**src/rtl/update_knn_pkg.sv**
```systemverilog
// Shared types and defaults for the update_knn datapath stages.
package update_knn_pkg;

  localparam int K_DEFAULT       = 3;
  localparam int DIST_W_DEFAULT  = 32;
  localparam int LABEL_W_DEFAULT = 4;
  localparam int CNT_W_DEFAULT   = 16;

  // Empty-slot marker; a sample at this distance can never displace anything.
  localparam logic [DIST_W_DEFAULT-1:0] DIST_MAX = '1;

  typedef enum logic {
    RUN = 1'b0,
    OUT = 1'b1
  } knn_state_t;

endpackage

```
**src/rtl/update_knn_topk_cmp.sv**
```systemverilog
// Parallel strict compare of a new distance against every list slot,
// returning the one-hot slot where the new entry belongs (zero if none).
module update_knn_topk_cmp #(
  parameter int K      = 3,
  parameter int DIST_W = 32
) (
  input  logic [K*DIST_W-1:0] list_dist,
  input  logic [DIST_W-1:0]   s_dist,
  output logic [K-1:0]        ins_onehot
);

  logic [K-1:0] lt;

  always_comb begin
    lt = '0;
    for (int i = 0; i < K; i++) begin
      lt[i] = s_dist < list_dist[i*DIST_W +: DIST_W];
    end
  end

  // Lowest set bit: strict compare means equal entries stay ahead of the new one.
  assign ins_onehot = lt & (~lt + K'(1));

endmodule

```
**src/rtl/update_knn_topk.sv**
```systemverilog
// Streaming top-K smallest-distance list with frame handshake toward the voter.
module update_knn_topk
  import update_knn_pkg::*;
#(
  parameter int K       = K_DEFAULT,
  parameter int DIST_W  = DIST_W_DEFAULT,
  parameter int LABEL_W = LABEL_W_DEFAULT,
  parameter int CNT_W   = CNT_W_DEFAULT
) (
  input  logic                 clk,
  input  logic                 reset,
  input  logic                 ce,
  input  logic                 s_valid,
  output logic                 s_ready,
  input  logic [DIST_W-1:0]    s_dist,
  input  logic [LABEL_W-1:0]   s_label,
  input  logic                 s_last,
  output logic                 m_valid,
  input  logic                 m_ready,
  output logic [K*DIST_W-1:0]  m_dist,
  output logic [K*LABEL_W-1:0] m_label,
  output logic [CNT_W-1:0]     m_count
);

  knn_state_t           state;
  logic [K*DIST_W-1:0]  dist_q;
  logic [K*DIST_W-1:0]  dist_d;
  logic [K*LABEL_W-1:0] label_q;
  logic [K*LABEL_W-1:0] label_d;
  logic [CNT_W-1:0]     count_q;
  logic [K-1:0]         ins_onehot;

  update_knn_topk_cmp #(
    .K      (K),
    .DIST_W (DIST_W)
  ) u_cmp (
    .list_dist  (dist_q),
    .s_dist     (s_dist),
    .ins_onehot (ins_onehot)
  );

  // Slots below the insert point hold, the insert slot takes the new sample,
  // slots above it take their lower neighbour; the top slot falls off.
  always_comb begin
    dist_d  = dist_q;
    label_d = label_q;
    if (ins_onehot[0]) begin
      dist_d[0 +: DIST_W]   = s_dist;
      label_d[0 +: LABEL_W] = s_label;
    end
    for (int i = 1; i < K; i++) begin
      if (ins_onehot[i]) begin
        dist_d[i*DIST_W +: DIST_W]    = s_dist;
        label_d[i*LABEL_W +: LABEL_W] = s_label;
      end else if ((ins_onehot & ((K'(1) << i) - K'(1))) != '0) begin
        dist_d[i*DIST_W +: DIST_W]    = dist_q[(i-1)*DIST_W +: DIST_W];
        label_d[i*LABEL_W +: LABEL_W] = label_q[(i-1)*LABEL_W +: LABEL_W];
      end
    end
  end

  always_ff @(posedge clk or posedge reset) begin
    if (reset) begin
      state   <= RUN;
      dist_q  <= '1;
      label_q <= '0;
      count_q <= '0;
    end else if (ce) begin
      case (state)
        RUN: begin
          if (s_valid) begin
            dist_q  <= dist_d;
            label_q <= label_d;
            if (count_q != '1) begin
              count_q <= count_q + CNT_W'(1);
            end
            if (s_last) begin
              state <= OUT;
            end
          end
        end
        OUT: begin
          if (m_ready) begin
            dist_q  <= '1;
            label_q <= '0;
            count_q <= '0;
            state   <= RUN;
          end
        end
        default: state <= RUN;
      endcase
    end
  end

  assign s_ready = ce & (state == RUN);
  assign m_valid = (state == OUT);
  assign m_dist  = dist_q;
  assign m_label = label_q;
  assign m_count = count_q;

endmodule

```
**config.mk**
```make
export PLATFORM = sky130hd
export DESIGN_NAME = update_knn_topk
export DESIGN_NICKNAME = d
export VERILOG_FILES = /design/src/rtl/update_knn_pkg.sv /design/src/rtl/update_knn_topk_cmp.sv /design/src/rtl/update_knn_topk.sv
export SDC_FILE = /design/constraint.sdc
export NUM_CORES = 1
export LEC_CHECK = 0
export BUFFER_PORTS_ARGS = -buffer_cell sky130_fd_sc_hd__buf_2
export CAP_MARGIN = 20
export CORE_MARGIN = 1
export CORE_UTILIZATION = 56
export CTS_BUF_LIST = sky130_fd_sc_hd__clkbuf_16
export CTS_CLUSTER_DIAMETER = 100
export DETAILED_ROUTE_END_ITERATION = 7
export PLACE_DENSITY = 0.78
export SLEW_MARGIN = 20
export SYNTH_ARGS = -nofsm -noshare
export SYNTH_HDL_FRONTEND = slang
export SYNTH_SLANG_ARGS = --single-unit
```
**constraint.sdc**
```tcl
create_clock -name clk -period 5 [get_ports clk]
set_clock_uncertainty 0.2 [all_clocks]
set_input_delay 1.25 -clock clk [delete_from_list [all_inputs] [get_ports clk]]
set_output_delay 1.25 -clock clk [all_outputs]
set_load 0.02 [all_outputs]
```
Word level (Yosys, flattened, before mapping)
Index checks and enable logic that the tools add are counted.
{ "classes": {"eq_ne": 7, "muxes": 24, "reduce_logical": 5, "n_addsub": 2, "div_mod_pow": 0, "bitwise": 4, "n_lt_le_gt_ge": 3, "mul": 0, "shifts": 0} }
{ "ops": {"columns": ["cell", "n"], "rows": [
  ["96-bit two-way mux", 2],
  ["96-bit one-hot mux with 2 select lines", 1],
  ["32-bit two-way mux", 5],
  ["32-bit < comparator", 3],
  ["16-bit two-way mux", 3],
  ["16-bit one-hot mux with 2 select lines", 1],
  ["12-bit two-way mux", 2],
  ["12-bit one-hot mux with 2 select lines", 1],
  ["4-bit two-way mux", 5],
  ["16-bit by 1-bit adder with 16-bit output (second input constant)", 1],
  ["16-bit != test (second input constant)", 1],
  ["4-bit AND reduction", 4],
  ["2-bit != test (second input constant)", 4],
  ["3-bit != test (second input constant)", 2],
  ["3-bit by 1-bit adder with 3-bit output (second input constant)", 1],
  ["3-bit AND", 1],
  ["1-bit two-way mux", 3],
  ["3-bit NOT", 1],
  ["3-bit nonzero test", 1],
  ["1-bit one-hot mux with 2 select lines", 1],
  ["1-bit AND", 1],
  ["1-bit NOT", 1]
]} }
{ "totals": {"ramBits": 0, "mem_bits_ro": 0, "n_memories": 0, "output_inout_bits": 126, "latch_bits": 0, "elab_cells": 53, "register_bits": 125, "inputBits": 42} }

Longest topological paths before layout
Gate-level depths: netlist of run 1.
{ "logic_depth": {"depth_word": 9, "mapped_depth": 12, "mapped_depth_nobuf": 10} }

Cells and area by module
Synthesis of run 1 repeated with hierarchy kept, for this count alone.
{ "unflattened": {"cells_unflattened": 980, "area_unflattened_um2": 8540.7} }
{ "by_module_without_submodules": {"columns": ["module", "n_inst", "cells_per_inst", "area_per_inst_um2", "seq_area_each_um2"], "rows": [
  ["update_knn_topk", 1, 660, 6178.4, 3248.1],
  ["update_knn_topk_cmp", 1, 320, 2362.3, 0.0]
]} }

Least setup slack after synthesis of run 1
Ideal clock, no wire load.
{ "synth_timing": {"kind": "input to register", "from": "input port s_dist[17]", "to": "register label_q[10] (netlist: m_label[10])", "n_path_buf": 1, "setup_slack_ps": 1196, "t_required_ps": 4681, "arrival_ps": 3485, "path_stages": 10, "setup_time_ps": 119, "cell_sequence": "ha_1 -> a21oi_2 -> o21ai_1 -> a221o_1 -> a2111oi_4 -> o21ai_2 -> a211oi_2 -> buf_6 -> mux2_2 -> o2bb2ai_2"} }
{ "synth_between": {"elab_chain_cells": 7, "elab_cells_between_ends": 12, "cone_classes": "add/sub: 1; order compare: 3; eq/ne: 1; mux: 3; bitwise: 2; reduce/logical: 2"} }
{ "synth_lines": {"columns": ["item", "line", "source"], "rows": [
  ["from (decl)", "update_knn_topk.sv:15", "input logic [DIST_W-1:0] s_dist,"],
  ["32-bit < comparator", "update_knn_topk_cmp.sv:17", "lt[i] = s_dist < list_dist[i*DIST_W +: DIST_W];"],
  ["3-bit NOT", "update_knn_topk_cmp.sv:22", "assign ins_onehot = lt & (~lt + K'(1));"],
  ["3-bit by 1-bit adder with 3-bit output", "update_knn_topk_cmp.sv:22", null],
  ["3-bit AND (*)", "update_knn_topk_cmp.sv:22", null],
  ["3-bit nonzero test / 4-bit two-way mux (equally long branches)", "update_knn_topk.sv:55, update_knn_topk.sv:52", null],
  ["3-bit != test (no line) / 12-bit two-way mux (equally long branches)", null, null],
  ["4-bit AND reduction (no line) / 12-bit one-hot mux with 2 select lines (equally long branches)", null, null],
  ["to (signal assigned)", "update_knn_topk.sv:73", "label_q <= label_d;"],
  ["to (decl)", "update_knn_topk.sv:28", "logic [K*LABEL_W-1:0] label_q;"]
]} }
Every way passes the cells marked *; elsewhere a longest branch is shown, timed or not. The select of a mux whose other input is x is not followed.
A chain may end at the register's enable or synchronous reset.

Final worst setup path of run 1
{ "layout_timing": {"from": "input port s_dist[1]", "to": "register dist_q[89] (netlist: m_dist[89])"} }
{ "layout_between": {"elab_chain_cells": 7, "elab_cells_between_ends": 12, "cone_classes": "add/sub: 1; order compare: 3; eq/ne: 1; mux: 3; bitwise: 2; reduce/logical: 2"} }
{ "layout_lines": {"columns": ["item", "line", "source"], "rows": [
  ["32-bit < comparator", "update_knn_topk_cmp.sv:17", null],
  ["3-bit NOT", "update_knn_topk_cmp.sv:22", null],
  ["3-bit by 1-bit adder with 3-bit output", "update_knn_topk_cmp.sv:22", null],
  ["3-bit AND (*)", "update_knn_topk_cmp.sv:22", null],
  ["3-bit nonzero test / 32-bit two-way mux (equally long branches)", "update_knn_topk.sv:55, update_knn_topk.sv:52", null],
  ["3-bit != test (no line) / 96-bit two-way mux (equally long branches)", null, null],
  ["4-bit AND reduction (no line) / 96-bit one-hot mux with 2 select lines (equally long branches)", null, null],
  ["to (signal assigned)", "update_knn_topk.sv:72", "dist_q <= dist_d;"],
  ["to (decl)", "update_knn_topk.sv:26", "logic [K*DIST_W-1:0] dist_q;"]
]} }
Marks and branches as above.

==> results.py, run 1 <==
metrics = {
    "worst_setup_path": {
        "start_kind": "input pin",
        "crit_arrival_ps": 4370,
        "crit_chain": "buf_2 -> ha_1 -> a2111oi_0 -> o31ai_1 -> a31oi_1 -> o21ai_2 -> a211oi_4 -> buf_4 -> mux2i_1 -> a2bb2oi_2",
        "path_class": "in2reg",
        "path_buf_inv": 2,
        "path_delay_family": "compound AO/OA/AOI/OAI gates",
        "path_max_fanout": 10,
        "cpPeakStageDelay_ps": 580,
        "crit_path_top_delay_cell": "a2111oi_0",
        "cp.required_ps": 5140,
        "crit_path_end_kind": "register",
    },
    "die": {
        "core_um2": 14600,
        "dieArea_um2": 15500,
        "die_w_um": 124,
        "start_util_pct": 57.5,
        "io_pins": 168,
        "fp.dieH_um": 124,
        "rows": 44,
    },
    "placement": {
        "io_buffers": 167,
        "dpl.hpwl_um": 15000,
        "dp_cells": 1126,
        "post-place-ws_ps": 352,
        "place_congestion": 0.832,
    },
    "routing": {
        "first_pass_iters": 4,
        "wl_per_cell_um": 17.9,
        "finalWirelength_um": 20700,
        "routed_via_density": 5.81,
        "ant_nets": 0,
        "drc_errors": 0,
        "routed-via-count": 6711,
        "drt-initial-drc-count": 311,
    },
    "timing": {
        "fin_crit_ps": 4220,
        "fin_crit_sh_pct": 84.5,
        "tns_ps": 0,
        "report.final.slew_viol_count": 0,
        "finalHoldViolCount": 0,
        "fin_ws_ps": 776,
        "rsz0062_at_grt": "false",
        "max_freq_mhz": 237,
        "max-slew-margin-rel_pct": 51.2,
        "worst_pin_slew_ps": 732,
        "finalSetupViolCount": 0,
        "hold_slack_ps": 309,
    },
    "grt": {
        "grtUsageTotal_pct": 28.4,
        "grt_pass1_wl_um": 35100,
        "antenna_found_initial": 0,
        "grt_pass1_vias": 6777,
        "grt_max_degree": 71,
        "grt_overflow_total": 0,
    },
    "min_path": {
        "hp-class": "reg2reg",
    },
    "yosys": {
        "async_reset_ff_share_pct": 100,
        "ys_seq_area_share_pct": 38.7,
        "syn-instance-count": 792,
        "yosys_warnings": 0,
        "synth_area_um2": 8390,
        "avgSynthCellArea_um2": 10.6,
        "syn-num-nets": 928,
        "synth_cell_types": 59,
        "synth_seq_cells": 125,
        "synth_top_flop_cell": "dfstp_2",
        "synth_edf_count": 0,
    },
    "clocking": {
        "ctsHoldBuffers": 0,
        "cts_setup_buffers": 0,
        "htreeDepth": 4,
        "clock_path_buffers": 2,
        "insertion_delay_ps": 420,
        "cts_tree": "yes",
        "numClockSinks": 125,
        "post_cts_resized": 0,
        "clk_pin_slew_ps": 50,
        "cts_made_buffers": 17,
        "cts_root_buf": "clkbuf_16",
    },
    "run": {
        "maxCapViolCount": 0,
    },
    "finish": {
        "antenna_cells": 0,
        "regArea_um2": 3250,
        "multi_input_area_um2": 4480,
        "layout_commonest_cell": "buf_2",
        "final_cells": 1156,
        "fin_nets": 1098,
        "mostFrequentLayoutCells": "buf_2 (167), inv_1 (109), dfstp_2 (96)",
        "fillers": 1167,
        "drive_gt1_share_pct": 38.2,
        "syn2layout_area_growth_pct": 17.7,
    },
    "power_and_ir_drop": {
        "peakVddDrop_v": 0.000356,
        "power_density_nw_per_um2": 650,
        "leakagePower_nw": 4.99,
        "finalPower_w": 0.00642,
    },
    "run_status": {
        "status": "finished, final reports clean",
    },
}
routing by layer:
metal  wire [µm]  global-route usage [%]  part of all wire [%]
met4         566                    11.0                   2.7
met2        9870                    45.8                    48
met1        9270                    37.3                    45
met5           0                       0                     0
met3        1040                    6.01                   5.0
flip-flops by register name (all words and copies together) (netlist names):
signal   cells
m_count     16
m_dist      96
m_label     12
m_valid      1
cells in the mapped netlist (all sizes together), types with 8 or more instances:
library cell,count,area (µm²)
inv,106,398
dfstp,96,2520
ha,94,1180
o21ai,86,438
mux2i,65,651
a21oi,34,178
a22oi,32,340
a2bb2oi,32,387
dfrtp,29,726
nand2,29,109
nor2,29,109
buf,21,240
nand3,15,75.1
clkbuf,14,52.6
nand4,10,62.6
and4,8,70.1
mux2,8,105
through the flow:
step | instance area (µm²) | util (%)
after floorplan | 8390 | -
after global placement | 9390 | 64.4
after detailed placement | 9390 | 64.4
after CTS | 9870 | 67.6
after global routing | 9880 | 67.7
final | 9880 | 67.7
report_power, final:
group	internal, W	switching (W)	total [W]
logic	0.00135	0.00197	0.00332
clock network	0.000602	0.000428	0.00103
registers	0.00169	0.000381	0.00207
layout make-up:
cell class / count / area share, %
Clock buffer: 17 / 4.31
Clock inverter: 12 / 0.494
Inverter: 106 / 4.05
Multi-Input combinational cell: 526 / 45.3
Sequential cell: 125 / 32.9
Tap cell: 184 / 2.33
Timing Repair Buffer: 186 / 10.6
cell families (layout without fill, tap and decap cells):
group | count (synthesis) | in the layout | synth area share (%)
DFF | 125 | 125 | 38.7
muxes | 73 | 73 | 9.01
adders and majority gates | 94 | 94 | 14.0
buffers and inverters | 141 | 321 | 8.23
xor gates and xnor gates | 10 | 10 | 1.04
and+or+nand+nor | 120 | 120 | 7.50
AOI/OAI and AO/OA | 229 | 229 | 21.5
final timing paths:
check / start / to / slack (ps) / cells past startpoint
setup / recovery: s_dist[1] / m_dist[89] / 780 / 10
max in group asynchronous: reset / m_dist[47] / 2990 / 3
min in group asynchronous: reset / m_dist[79] / 1140 / 2
hold reg to reg: m_dist[90] / m_dist[90] / 310 / 1
setup reg to reg: m_dist[65] / m_dist[89] / 1190 / 10
hold / removal: m_dist[90] / m_dist[90] / 310 / 1
worst register-to-register path, cell delays in order, from the launching register on:
cell and delay, ps:
dfstp_2 550, inv_1 40, ha_1 260, a2111oi_0 580, o31ai_1 270, a31oi_1 410, o21ai_2 210, a211oi_4 520
buf_4 340, mux2i_1 270, a2bb2oi_2 70
Power figures use the tool's default switching activity.
==> run 2: changes to the inputs <==
- CORE_UTILIZATION: 56 -> 51
- PLACE_DENSITY: 0.78 -> 0.75
- clock period: 5 -> 3.6 ns (I/O delays scaled with it)
==> results.py, run 2 (synthesis gave the netlist of run 1 again) <==
metrics = {
    "clocking": {
        "numClockSinks": 125,
        "clock_path_buffers": 2,
        "cts_made_buffers": 17,
        "htreeDepth": 4,
        "insertion_delay_ps": 430,
        "post_cts_resized": 0,
        "cts_tree": "yes",
        "cts_root_buf": "clkbuf_16",
        "clk_pin_slew_ps": 60,
        "ctsHoldBuffers": 0,
        "cts_setup_buffers": 0,
    },
    "power_and_ir_drop": {
        "leakagePower_nw": 5.23,
        "finalPower_w": 0.00931,
        "peakVddDrop_v": 0.000691,
        "power_density_nw_per_um2": 900,
    },
    "placement": {
        "place_congestion": 0.851,
        "dpl.hpwl_um": 16200,
        "dp_cells": 1197,
        "placed_area_um2": 9810,
        "io_buffers": 167,
    },
    "die": {
        "start_util_pct": 52.4,
        "fp.dieH_um": 130,
        "io_pins": 168,
        "core_um2": 16000,
        "rows": 46,
        "dieArea_um2": 17000,
        "die_w_um": 130,
    },
    "finish": {
        "final_cells": 1228,
        "largest_reg_flops": 96,
        "fin_area_um2": 10400,
        "syn2layout_area_growth_pct": 23.4,
        "antenna_cells": 0,
        "mostFrequentLayoutCells": "buf_2 (167), inv_1 (109), dfstp_2 (96)",
        "drive_gt1_share_pct": 41.0,
        "fin_nets": 1136,
        "layout_commonest_cell": "buf_2",
        "regArea_um2": 3250,
        "multi_input_area_um2": 4480,
        "fillers": 1350,
    },
    "routing": {
        "drt-initial-drc-count": 507,
        "routed_via_density": 5.59,
        "finalWirelength_um": 22000,
        "routed-via-count": 6862,
        "wl_per_cell_um": 17.9,
        "drc_errors": 0,
        "ant_nets": 0,
        "first_pass_iters": 4,
    },
    "grt": {
        "grt_pass1_wl_um": 34700,
        "grt_max_degree": 57,
        "antenna_found_initial": 0,
        "grt_pass1_vias": 6723,
        "grt_overflow_total": 0,
        "grtUsageTotal_pct": 26.9,
    },
    "timing": {
        "finalSetupViolCount": 0,
        "worst_pin_slew_ps": 813,
        "fin_crit_sh_pct": 93.9,
        "finalHoldViolCount": 0,
        "rsz0062_at_grt": "false",
        "fin_crit_ps": 3380,
        "report.final.slew_viol_count": 0,
        "max-slew-margin-rel_pct": 45.7,
        "max_freq_mhz": 296,
    },
    "worst_setup_path": {
        "crit_chain": "inv_1 -> ha_1 -> nand2_1 -> or4_1 -> o21ai_1 -> a31oi_1 -> o221a_2 -> a211oi_4 -> nand2b_2 -> buf_4 -> a22oi_1",
        "cp.required_ps": 3740,
        "path_max_fanout": 12,
        "start_kind": "register",
        "cpPeakStageDelay_ps": 540,
        "crit_arrival_ps": 3520,
        "path_buf_inv": 2,
        "crit_path_end_kind": "register",
        "path_class": "reg2reg",
        "crit_path_top_delay_cell": "dfstp_2",
        "path_delay_family": "compound AO/OA/AOI/OAI gates",
    },
    "run": {
        "maxCapViolCount": 0,
    },
    "run_status": {
        "status": "finished, final reports clean",
    },
    "min_path": {
        "hp-class": "reg2reg",
    },
}
==> run 2: path summary, 6_finish.rpt <==
check | slack [ps] | to | start | cells after the start
min in group asynchronous | 450 | m_label[4] | reset | 2
hold / removal | 310 | m_dist[32] | m_dist[32] | 2
hold reg to reg | 310 | m_dist[32] | m_dist[32] | 2
max in group asynchronous | 1970 | m_dist[1] | reset | 3
setup / recovery | 220 | m_dist[60] | m_dist[7] | 11
setup reg to reg | 220 | m_dist[60] | m_dist[7] | 11
==> run 2: area by class of cell <==
cell class                 count  area share [%]
clock buffer                  17            4.11
clock inverter                14            1.10
inverter                     106            3.88
multi-input combinational    526            43.3
sequential                   125            31.4
tap                          216            2.61
timing repair buffer         224            13.7
==> run 2: through the flow <==
| step | setup TNS, ps | worst slack (ps) | utilization (%) | hold slack (ps) |
|---|---|---|---|---|
| floorplan | 0 | 146 | - | 330 |
| global placement | -4100 | -151 | 61.3 | 291 |
| detailed placement | -9580 | -235 | 61.3 | 297 |
| CTS | 0 | 190 | 64.7 | 310 |
| global route | 0 | 36.3 | 64.7 | 319 |
| finish | 0 | 220 | 64.7 | 311 |
==> run 2: per-layer routing <==
metal / share of wire (%) / wire length (µm) / vias to the layer above / global-route usage (%)
met3: 5.0 / 1090 / 31 / 5.86
met2: 48 / 10600 / 200 / 44.5
met5: 0 / 0 / - / 0
li1: - / - / 3276 / -
met4: 1.7 / 368 / 0 / 8.89
met1: 45 / 9880 / 3355 / 35.0
==> run 2: worst min-delay path, stage by stage (launching register included) <==
cell     delay (ps)
dfstp_2         380
inv_1            60
a22oi_2          60
==> run 2: where the power goes <==
group	internal, W	switching, W	leakage [nW]
combinational	0.00202	0.00278	3.54
sequential	0.00234	0.000550	1.40
clock	0.000990	0.000626	0.288
==> run 3: changes to the inputs <==
- CORE_ASPECT_RATIO: not set -> 0.6
- MAX_ROUTING_LAYER: not set -> met4
==> results.py, run 3 (synthesis gave the netlist of run 1 again) <==
metrics = {
    "clocking": {
        "cts_tree": "yes",
        "clk_pin_slew_ps": 60,
        "cts_root_buf": "clkbuf_16",
        "insertion_delay_ps": 430,
        "htreeDepth": 4,
        "numClockSinks": 125,
        "post_cts_resized": 0,
        "cts_setup_buffers": 0,
        "clock_path_buffers": 2,
        "cts_made_buffers": 17,
        "ctsHoldBuffers": 0,
    },
    "grt": {
        "grt_overflow_total": 0,
        "grtUsageTotal_pct": 29.4,
        "grt_max_degree": 41,
        "grt_use_met3_pct": 6.29,
        "grt_pass1_vias": 6909,
        "busiest_layer": "met2",
        "antenna_found_initial": 0,
        "use_met2_pct": 41.9,
        "grt.met1_usage_pct": 41.7,
        "grt_pass1_wl_um": 37100,
    },
    "finish": {
        "drive_gt1_share_pct": 42.1,
        "final_cells": 1226,
        "syn2layout_area_growth_pct": 25.1,
        "fillers": 1193,
        "mostFrequentLayoutCells": "buf_2 (167), inv_1 (105), dfstp_2 (96)",
        "largest_reg_flops": 96,
        "regArea_um2": 3250,
        "utilization_pct": 66.8,
        "layout_commonest_cell": "buf_2",
        "antenna_cells": 0,
        "fin_area_um2": 10500,
        "fin_nets": 1146,
        "multi_input_area_um2": 4480,
    },
    "placement": {
        "dpl.hpwl_um": 17600,
        "dp_cells": 1194,
        "place_congestion": 0.852,
        "post-place-ws_ps": -197,
        "io_buffers": 167,
        "placed_area_um2": 9880,
    },
    "routing": {
        "first_pass_iters": 5,
        "wl_per_cell_um": 18.9,
        "drt-initial-drc-count": 604,
        "routed-via-count": 7023,
        "routed_via_density": 5.73,
        "finalWirelength_um": 23200,
        "drc_errors": 0,
        "ant_nets": 0,
    },
    "worst_setup_path": {
        "rrSetupSlack_ps": 170,
        "worstReg2RegEnd": "m_dist[75]",
        "cpPeakStageDelay_ps": 550,
        "cp.required_ps": 3750,
        "start_kind": "register",
        "crit_chain": "inv_1 -> ha_1 -> a21oi_1 -> o21ai_0 -> a221o_1 -> a31oi_1 -> o221a_2 -> a211oi_4 -> buf_4 -> a211oi_4 -> buf_4 -> a2bb2oi_1",
        "crit_path_top_delay_cell": "dfstp_2",
        "path_max_fanout": 11,
        "reg2reg_depth": 12,
        "crit_arrival_ps": 3570,
        "path_class": "reg2reg",
        "path_delay_family": "compound AO/OA/AOI/OAI gates",
        "crit-reg2reg-launch": "m_dist[11]",
        "crit_path_end_kind": "register",
        "path_buf_inv": 3,
    },
    "timing": {
        "fin_crit_ps": 3430,
        "fin_ws_ps": 173,
        "fin_crit_sh_pct": 95.2,
        "finalSetupViolCount": 0,
        "rsz0062_at_grt": "false",
        "max_freq_mhz": 292,
        "worst_pin_slew_ps": 866,
        "tns_ps": 0,
        "report.final.slew_viol_count": 0,
        "max-slew-margin-rel_pct": 42.1,
        "finalHoldViolCount": 0,
    },
    "die": {
        "io_pins": 168,
        "rows": 35,
        "start_util_pct": 53.4,
        "core_um2": 15700,
        "die_w_um": 168,
        "dieArea_um2": 17000,
        "fp.dieH_um": 101,
    },
    "run_status": {
        "status": "finished, final reports clean",
    },
    "run": {
        "maxCapViolCount": 0,
    },
    "min_path": {
        "hold_depth": 1,
        "min_to": "m_dist[77]",
        "hp-class": "reg2reg",
        "worstHoldStart": "m_dist[77]",
    },
    "power_and_ir_drop": {
        "leakagePower_nw": 5.29,
        "peakVddDrop_v": 0.000484,
        "power_density_nw_per_um2": 920,
    },
}
[run 3: changes by cell type in the layout (fill, tap and decap cells not counted), moves of 2 or more]
| cell | change |
|---|---|
| clkinv_2 | -5 |
| inv_1 | -4 |
| buf_4 | +9 |
| clkinvlp_4 | +2 |
| clkinv_4 | +3 |
| inv_6 | +5 |
[run 3: routing by layer]
metal | vias up | part of all wire [%]
met3 | 31 | 7.2
met5 | - | 0
li1 | 3303 | -
met4 | 0 | 1.5
met1 | 3410 | 49
met2 | 279 | 42
[run 3: worst max path at each step]
stage                     slack (ps)          end  startpoint  depth (start not counted)
after floorplan                  150  m_label[10]  s_dist[17]                         10
after global placement          -140   m_dist[66]   s_dist[7]                         12
after detailed placement        -200   m_dist[92]  s_dist[11]                         12
after CTS                        210   m_dist[75]  m_dist[11]                         12
after global routing              40   m_dist[75]  m_dist[11]                         12
final                            170   m_dist[75]  m_dist[11]                         12
[run 3: power breakdown]
| part | total [W] | internal, W | switching [W] |
|---|---|---|---|
| clock network | 0.00180 | 0.00110 | 0.000702 |
| logic | 0.00490 | 0.00207 | 0.00283 |
| registers | 0.00295 | 0.00234 | 0.000605 |
| total | 0.00965 | 0.00551 | 0.00414 |
[run 3: layout make-up]
type                    count  share of cell area, %
clock buffers              17                   4.05
clock inverters            15                   1.76
inverters                 106                   3.83
multi-input cells         526                   42.7
flip-flops and latches    125                   31.0
well taps                 203                   2.42
repair buffers            234                   14.3
[run 3: per-stage QoR]
| step | hold slack [ps] | power (W) |
|---|---|---|
| after CTS | 314 | 0.00966 |
| after global placement | 302 | 0.00765 |
| after detailed placement | 305 | 0.00781 |
| after floorplan | 330 | 0.00617 |
| after global routing | 327 | 0.0103 |
| final | 309 | 0.00965 |
